## src/rtl/muxn_pkg.sv

```systemverilog
// Shared types and constants for the registered N:1 bus multiplexer.
package muxn_pkg;

    typedef enum logic [1:0] {
        EMPTY = 2'd0,
        ONE   = 2'd1,
        FULL  = 2'd2
    } state_e;

    localparam int MAX_NUM_IN = 16;
    localparam int OR_FANIN   = 4;

    // Two levels of OR_FANIN-input ORs cover up to MAX_NUM_IN inputs.
    function automatic int ceil_div(input int num, input int den);
        return (num + den - 1) / den;
    endfunction

endpackage

```

## src/rtl/muxn_comb.sv

```systemverilog
// Combinational N:1 select: one-hot decode gates every input, then a two-level
// tree of at most 4-input ORs merges them. Out-of-range selects yield zero data.
module muxn_comb
    import muxn_pkg::*;
#(
    parameter int  WIDTH  = 64,
    parameter int  NUM_IN = 8,
    localparam int SEL_W  = $clog2(NUM_IN)
) (
    input  logic [SEL_W-1:0]        sel_i,
    input  logic [NUM_IN*WIDTH-1:0] data_i,
    output logic [WIDTH-1:0]        data_o,
    output logic                    err_o
);

    localparam int N_GRP = ceil_div(NUM_IN, OR_FANIN);

    logic [NUM_IN-1:0]            onehot;
    logic [NUM_IN-1:0][WIDTH-1:0] masked;
    logic [N_GRP-1:0][WIDTH-1:0]  grp_or;

    generate
        for (genvar gi = 0; gi < NUM_IN; gi++) begin : g_dec
            assign onehot[gi] = (sel_i == SEL_W'(gi));
            assign masked[gi] = data_i[gi*WIDTH +: WIDTH] & {WIDTH{onehot[gi]}};
        end

        for (genvar gi = 0; gi < N_GRP; gi++) begin : g_grp
            // The last group may hold fewer than OR_FANIN inputs.
            localparam int NKIDS = (NUM_IN - gi*OR_FANIN >= OR_FANIN) ?
                                   OR_FANIN : (NUM_IN - gi*OR_FANIN);
            logic [WIDTH-1:0] acc;
            always_comb begin
                acc = '0;
                for (int k = 0; k < NKIDS; k++) begin
                    acc = acc | masked[gi*OR_FANIN + k];
                end
            end
            assign grp_or[gi] = acc;
        end
    endgenerate

    always_comb begin
        data_o = '0;
        for (int k = 0; k < N_GRP; k++) begin
            data_o = data_o | grp_or[k];
        end
    end

    assign err_o = ({1'b0, sel_i} >= (SEL_W+1)'(NUM_IN));

endmodule

```

## src/rtl/muxn_pipe.sv

```systemverilog
// Registered N:1 bus multiplexer with valid/ready flow control through a
// 2-entry skid buffer (main reg drives the outputs, skid reg absorbs one stall).
module muxn_pipe
    import muxn_pkg::*;
#(
    parameter int  WIDTH  = 64,
    parameter int  NUM_IN = 8,
    localparam int SEL_W  = $clog2(NUM_IN)
) (
    input  logic                    clk,
    input  logic                    reset_n,
    input  logic                    in_valid,
    output logic                    in_ready,
    input  logic [SEL_W-1:0]        in_sel,
    input  logic [NUM_IN*WIDTH-1:0] in_data,
    output logic                    out_valid,
    input  logic                    out_ready,
    output logic [WIDTH-1:0]        out_data,
    output logic [SEL_W-1:0]        out_sel,
    output logic                    out_err
);

    typedef struct packed {
        logic [WIDTH-1:0] data;
        logic [SEL_W-1:0] sel;
        logic             err;
    } beat_t;

    state_e           state_q;
    beat_t            m_q;
    beat_t            s_q;
    logic             in_ready_q;
    beat_t            beat_d;
    logic [WIDTH-1:0] sel_data;
    logic             sel_err;
    logic             acc;
    logic             emt;

    muxn_comb #(
        .WIDTH  (WIDTH),
        .NUM_IN (NUM_IN)
    ) u_comb (
        .sel_i  (in_sel),
        .data_i (in_data),
        .data_o (sel_data),
        .err_o  (sel_err)
    );

    assign beat_d = '{data: sel_data, sel: in_sel, err: sel_err};

    // out_valid decodes the state register so an async reset clears it at once.
    assign out_valid = (state_q != EMPTY);
    assign in_ready  = in_ready_q;
    assign out_data  = m_q.data;
    assign out_sel   = m_q.sel;
    assign out_err   = m_q.err;

    assign acc = in_valid & in_ready_q;
    assign emt = out_valid & out_ready;

    always_ff @(posedge clk or negedge reset_n) begin
        if (!reset_n) begin
            state_q    <= EMPTY;
            m_q        <= '0;
            s_q        <= '0;
            in_ready_q <= 1'b0;
        end else begin
            unique case (state_q)
                EMPTY: begin
                    in_ready_q <= 1'b1;
                    if (acc) begin
                        m_q     <= beat_d;
                        state_q <= ONE;
                    end
                end
                ONE: begin
                    if (acc && emt) begin
                        m_q <= beat_d;
                    end else if (acc) begin
                        s_q        <= beat_d;
                        state_q    <= FULL;
                        in_ready_q <= 1'b0;
                    end else if (emt) begin
                        state_q <= EMPTY;
                    end
                end
                FULL: begin
                    if (emt) begin
                        m_q        <= s_q;
                        state_q    <= ONE;
                        in_ready_q <= 1'b1;
                    end
                end
                default: begin
                    state_q    <= EMPTY;
                    in_ready_q <= 1'b1;
                end
            endcase
        end
    end

endmodule

```

## config.mk

```make
export PLATFORM = sky130hd
export DESIGN_NAME = muxn_pipe
export DESIGN_NICKNAME = d
export VERILOG_FILES = /design/src/rtl/muxn_pkg.sv /design/src/rtl/muxn_comb.sv /design/src/rtl/muxn_pipe.sv
export SDC_FILE = /design/constraint.sdc
export NUM_CORES = 1
export LEC_CHECK = 0
export ABC_AREA = 0
export CORE_AREA = 2 2 228 230
export DETAILED_ROUTE_END_ITERATION = 10
export DIE_AREA = 0 0 230 232
export PLACE_DENSITY = 0.63
export SYNTH_ARGS = -nofsm -noshare
export SYNTH_HDL_FRONTEND = slang
export SYNTH_SLANG_ARGS = --single-unit
```

## constraint.sdc

```tcl
create_clock -name clk -period 1.64 [get_ports clk]
set_input_delay 0.328 -clock clk [delete_from_list [all_inputs] [get_ports clk]]
set_output_delay 0.328 -clock clk [all_outputs]
set_load 0.01 [all_outputs]
```

Word level (Yosys, flattened, before mapping)
Index checks and enable logic that the tools add are counted.
Widths: inputs -> output; s select.
{"block": "totals", "wordCells": 63, "output_inout_bits": 70, "register_bits": 138}
{"block": "classes", "n_bitwise": 18, "eq_ne": 15, "n_mux": 14, "reduce_logical": 9}
{"operator": "$and 64x64->64", "n": 8}
{"operator": "$or 64x64->64", "n": 7}
{"operator": "$mux 68", "n": 3}
{"operator": "$pmux 68 s3", "n": 1}
{"operator": "$eq 3x3->1 const B", "n": 4}
{"operator": "$mux 2", "n": 5}
{"operator": "$ne 2x2->1 const B", "n": 5}
{"operator": "$reduce_and 4->1", "n": 2}
{"operator": "$eq 3x2->1 const B", "n": 2}
{"operator": "$pmux 2 s3", "n": 1}
{"operator": "$reduce_and 3->1", "n": 2}
{"operator": "$eq 3x1->1 const B", "n": 1}
{"operator": "$logic_not 3->1", "n": 1}
{"operator": "$mux 1", "n": 3}
{"operator": "$ne 3x3->1 const B", "n": 1}
{"operator": "$reduce_bool 3->1", "n": 1}
{"operator": "$and 1x1->1", "n": 2}
{"operator": "$eq 2x1->1 const B", "n": 1}
{"operator": "$eq 2x2->1 const B", "n": 1}
{"operator": "$logic_not 2->1", "n": 1}
{"operator": "$pmux 1 s2", "n": 1}
{"operator": "$reduce_bool 2->1", "n": 1}
{"operator": "$logic_and 1x1->1", "n": 1}
{"operator": "$not 1->1", "n": 1}

Depth between registers and ports, before layout
{"block": "logic_depth", "ltp_word": 8, "depth_mapped": 6, "depth_no_buf": 3}

By module
From an unflattened synthesis, not the netlist that was laid out.
{"block": "hier_totals", "cells_unflattened": 626, "hier_area_um2": 9615.5}
{"mod": "muxn_pipe", "cells_each": 397, "instances": 1, "seq_area_each_um2": 3478.3, "area_each_um2": 5771.8}
{"mod": "muxn_comb", "cells_each": 229, "instances": 1, "seq_area_each_um2": 0.0, "area_each_um2": 3843.7}

Worst setup path before layout
Ideal clock, no wire load.
{"block": "synth_timing", "kind": "input -> register", "from": "in in_sel[0]", "to": "reg m_q (netlist bit out_data[18])", "cell_stages": 5, "setup_slack_ns": -0.014, "t_arrival_ns": 1.510, "setup_time_ns": 0.145, "path_buffers": 2, "cell_sequence": "buf_6 buf_2 mux4_2 mux2i_4 o221ai_2"}
{"block": "synth_via", "elab_chain_len": 8, "elab_cells_between_ends": 26, "classes_between": "eq/ne: 7; mux: 3; bitwise: 15; reduce/logical: 1"}
{"element": "start, declared", "line_no": "muxn_pipe.sv:14", "rtl": "input logic [SEL_W-1:0] in_sel,"}
{"element": "$eq 3x1->1, or another cell as far along", "line_no": "muxn_comb.sv:24", "rtl": "assign onehot[gi] = (sel_i == SEL_W'(gi));"}
{"element": "$and 64x64->64", "line_no": "muxn_comb.sv:25", "rtl": "assign masked[gi] = data_i[gi*WIDTH +: WIDTH] & {WIDTH{onehot[gi]}};"}
{"element": "$or 64x64->64 (3 in a row)", "line_no": "muxn_comb.sv:36", "rtl": "acc = acc | masked[gi*OR_FANIN + k];"}
{"element": "$or 64x64->64 *", "line_no": "muxn_comb.sv:46", "rtl": "data_o = data_o | grp_or[k];"}
{"element": "$mux 68 (on tied branches)", "line_no": "muxn_pipe.sv:77, muxn_pipe.sv:71"}
{"element": "$pmux 68 s3 *", "line_no": "muxn_pipe.sv:68", "rtl": "unique case (state_q)"}
{"element": "end signal, assigned", "line_no": "muxn_pipe.sv:72", "rtl": "m_q <= beat_d;"}
{"element": "end signal, assigned", "line_no": "muxn_pipe.sv:78", "rtl": "m_q <= beat_d;"}
{"element": "end signal, assigned", "line_no": "muxn_pipe.sv:89", "rtl": "m_q <= s_q;"}
{"element": "end, declared", "line_no": "muxn_pipe.sv:30", "rtl": "beat_t m_q;"}
Mark *: on every way between the ends. The rest lies on a longest branch, timed or not. The select of a mux whose other input is x is not followed.
A chain may end at the register's enable or synchronous reset.

Worst setup path in the final report
{"block": "layout_timing", "from": "reg state_q[0]", "to": "reg m_q (netlist bit out_sel[0])"}
{"block": "layout_via", "elab_chain_len": 5, "elab_cells_between_ends": 12, "classes_between": "eq/ne: 5; mux: 1; bitwise: 1; reduce/logical: 5"}
{"element": "start, declared", "line_no": "muxn_pipe.sv:29", "rtl": "state_e state_q;"}
{"element": "start signal, assigned", "line_no": "muxn_pipe.sv:63", "rtl": "state_q <= EMPTY;"}
{"element": "start signal, assigned", "line_no": "muxn_pipe.sv:73", "rtl": "state_q <= ONE;"}
{"element": "start signal, assigned", "line_no": "muxn_pipe.sv:81", "rtl": "state_q <= FULL;"}
{"element": "$reduce_bool 2->1", "line_no": "muxn_pipe.sv:52", "rtl": "assign out_valid = (state_q != EMPTY);"}
{"element": "$and 1x1->1", "line_no": "muxn_pipe.sv:59", "rtl": "assign emt = out_valid & out_ready;"}
{"element": "$logic_and 1x1->1", "line_no": "muxn_pipe.sv:77", "rtl": "if (acc && emt) begin"}
{"element": "$ne 2x2->1 (no line)"}
{"element": "$reduce_and 4->1 (no line)"}
Several ways; a longest one is shown, not always the timed one.

==> flow_summary.yaml <==
cells_and_area:
  final_cell_count_no_fill: 2073
  mostFrequentLayoutCells: "513 x clkdlybuf4s50_1, 136 x dfrtp_1, 128 x mux4_2"
  postLayoutCoreUtil_pct: 37.0
  final_nets: 1900
  fin_area_um2: 18800
  diodes: 0
  drive_above_1_share_pct: 26.5
  layout_commonest_cell: "clkdlybuf4s50_1"
  fillers: 4900
  areaGrowthSynthToFinish_pct: 76.0
power_and_ir_drop:
  combPwrFrac_pct: 50.3
  power.switching_mw: 7.32
  cellPowerDensity_nw_per_um2: 1080
  switching_share_pct: 35.8
  clockPowerShare_pct: 20.4
  power.total_mw: 20.4
  p_int_mw: 13.1
  leakage_nw: 7.10
  ir_drop_mv: 0.729
  p_seq_share_pct: 29.3
grt:
  antenna_found_initial: 0
  globalRouteOverflowTotal: 0
  grt_max_degree: 67
  track_usage_pct: 15.4
  grt_pass1_vias: 10653
  grt_pass1_wl_um: 62700
synth:
  synthDistinctLibCells: 32
  synthesis.nets: 1293
  avgSynthCellArea_um2: 13.8
  synth_top_area_share_pct: 32.1
  synth_seq_cells: 137
  synth_area_leaders: "dfrtp_1 32%, mux4_2 27%, mux2i_1 8.8%, mux2i_4 7.4%, o311ai_0 5.2%"
  netlist_instances: 774
  synth_area_um2: 10700
  synth.largest_area_cell: "dfrtp_1"
  ys_seq_area_share_pct: 32.1
  yosys_warnings: 0
run_status:
  violations: "setup timing"
  status: "finished, violations left"
clock_tree:
  htreeDepth: 4
  clk_pin_slew_ps: 60
  clk_latency_ps: 430
  numCtsBuffers: 17
  cts.sink_count: 137
  cts_tree: "yes"
  clockRootBuffer: "clkbuf_16"
  clockBufferDepth: 2
floorplan:
  core_area_um2: 50900
  start_util_pct: 21.0
  die_h_um: 232
  die_x_um: 230
  top_level_ports: 589
  die_area_um2: 53400
  num_rows: 83
min_path:
  hold_class: "input port to async pin"
sta:
  layout_min_cycle_time_ps: 1670
  slew_violations: 0
  fin_crit_sh_pct: 102
  fin_ws_ps: -34.3
  fmax_mhz: 597
  setup_viol: 9
  finalClockSkew_ps: 6.12
  finalHoldViolCount: 0
  rsz0062_at_grt: "true"
routing:
  avgRoutedWirePerCell_um: 20.8
  postRouteAntennaNets: 0
  wirelength_um: 43100
  viasPerCell: 4.67
  drc: 0
  vias: 9677
  drt_pass1_iterations: 4
  first_iter_violations: 314
place:
  hpwl_um: 33200
  portBuffers: 587
  gp_congestion: 0.871
  pre_cts_ws_ps: -474
  placed_cells: 2026
  placed_cell_area_um2: 17700
worst_setup_path:
  end_kind: "flop"
  critPathLaunchType: "flop"
  critPathKind: "flop to flop"
  arrival_ps: 1990
  path_max_fanout: 8
  crit_required_ps: 1960
job:
  maxCapViolCount: 0
[power by group through the flow]
stage                     Sequential [mW]  Clock (mW)  Combinational, mW
after CTS                            5.93        4.29               9.52
final                                5.98        4.17               10.3
after global placement               5.97           0               9.70
after detailed placement             5.98           0               9.91
after floorplan                      6.20           0               4.51
after global routing                 6.19        4.42               11.0
[per-stage QoR]
stage,setup TNS (ps),hold slack (ps)
after floorplan,-473,32.4
after global placement,-46240,208
after CTS,-324,303
final,-105,315
after detailed placement,-52730,209
after global routing,-5590,333
[per-layer routing]
metal  part of all wire, %  track usage (%)  wire length (µm)
met5                     0                0                 0
met4                   3.0             6.11              1300
met3                   7.0             3.66              3010
met2                    51             27.1             21800
met1                    39             18.0             17000
[synthesized netlist by cell type]
cell type / number
or3_1: 1
o21ai_0: 1
buf_4: 9
o31a_1: 1
mux2_2: 3
o221ai_2: 35
inv_1: 66
nand2b_1: 1
o22ai_1: 1
mux2i_1: 94
buf_12: 10
nor2b_2: 1
mux2i_4: 35
buf_8: 1
o21a_1: 1
conb_1: 1
o221ai_1: 29
nor3_1: 1
a31oi_1: 1
clkbuf_1: 45
buf_6: 2
o311ai_0: 64
nor3b_1: 1
mux2_1: 6
and2b_1: 1
nand3b_1: 1
dfrtp_1: 137
o21bai_1: 1
mux4_2: 128
or2_2: 1
buf_2: 29
nand2_1: 66
[cell type report]
type	instances	area [µm²]	share of cell area, %
multi-input combinational	475	6630	35.2
tap	680	851	4.52
clock inverter	12	173	0.917
clock buffer	19	453	2.41
sequential	137	3430	18.2
timing repair buffer	684	7030	37.4
inverter	66	248	1.32
[sequential cells by signal, summed over array words and instances, names as in the netlist]
register  flops
state_q       2
in_ready      1
out_sel       3
s_q          67
out_data     64
[worst paths after layout]
path | slack [ps] | startpoint | to | cells after the start
min in group clk | 320 | out_ready | state_q[1] | 2
hold / removal | 310 | reset_n | out_data[4] | 2
max in group asynchronous | 710 | reset_n | s_q[36] | 3
setup reg to reg | -30 | state_q[0] | out_sel[0] | 6
hold reg to reg | 510 | s_q[2] | s_q[2] | 1
setup / recovery | -30 | state_q[0] | out_sel[0] | 6
[repair_timing]
item | 4_1_cts | 5_1_grt
endpoints found under the setup margin | 98 | 112
resized for setup | 90 | 93
hold buffers | 1 | 0
cloned | 0 | 7
buffers inserted | 2 | 6
hold endpoints to repair | 21 | 0
pin swaps | 0 | 1
[worst max-delay path, cell delays in order, from the launching register on]
cell	delay (ps)
dfrtp_1	390
buf_6	130
buf_6	110
nand3b_1	240
o31a_2	220
buf_12	170
mux2_4	300
[logic make-up after synthesis]
logic type      share of synthesized area (%)
simple gates                             2.83
flops                                    32.1
other cells                            0.0351
mux                                      44.1
compound gates                           12.9
buf+inv                                  8.11
(Power assumes the default switching activity.)
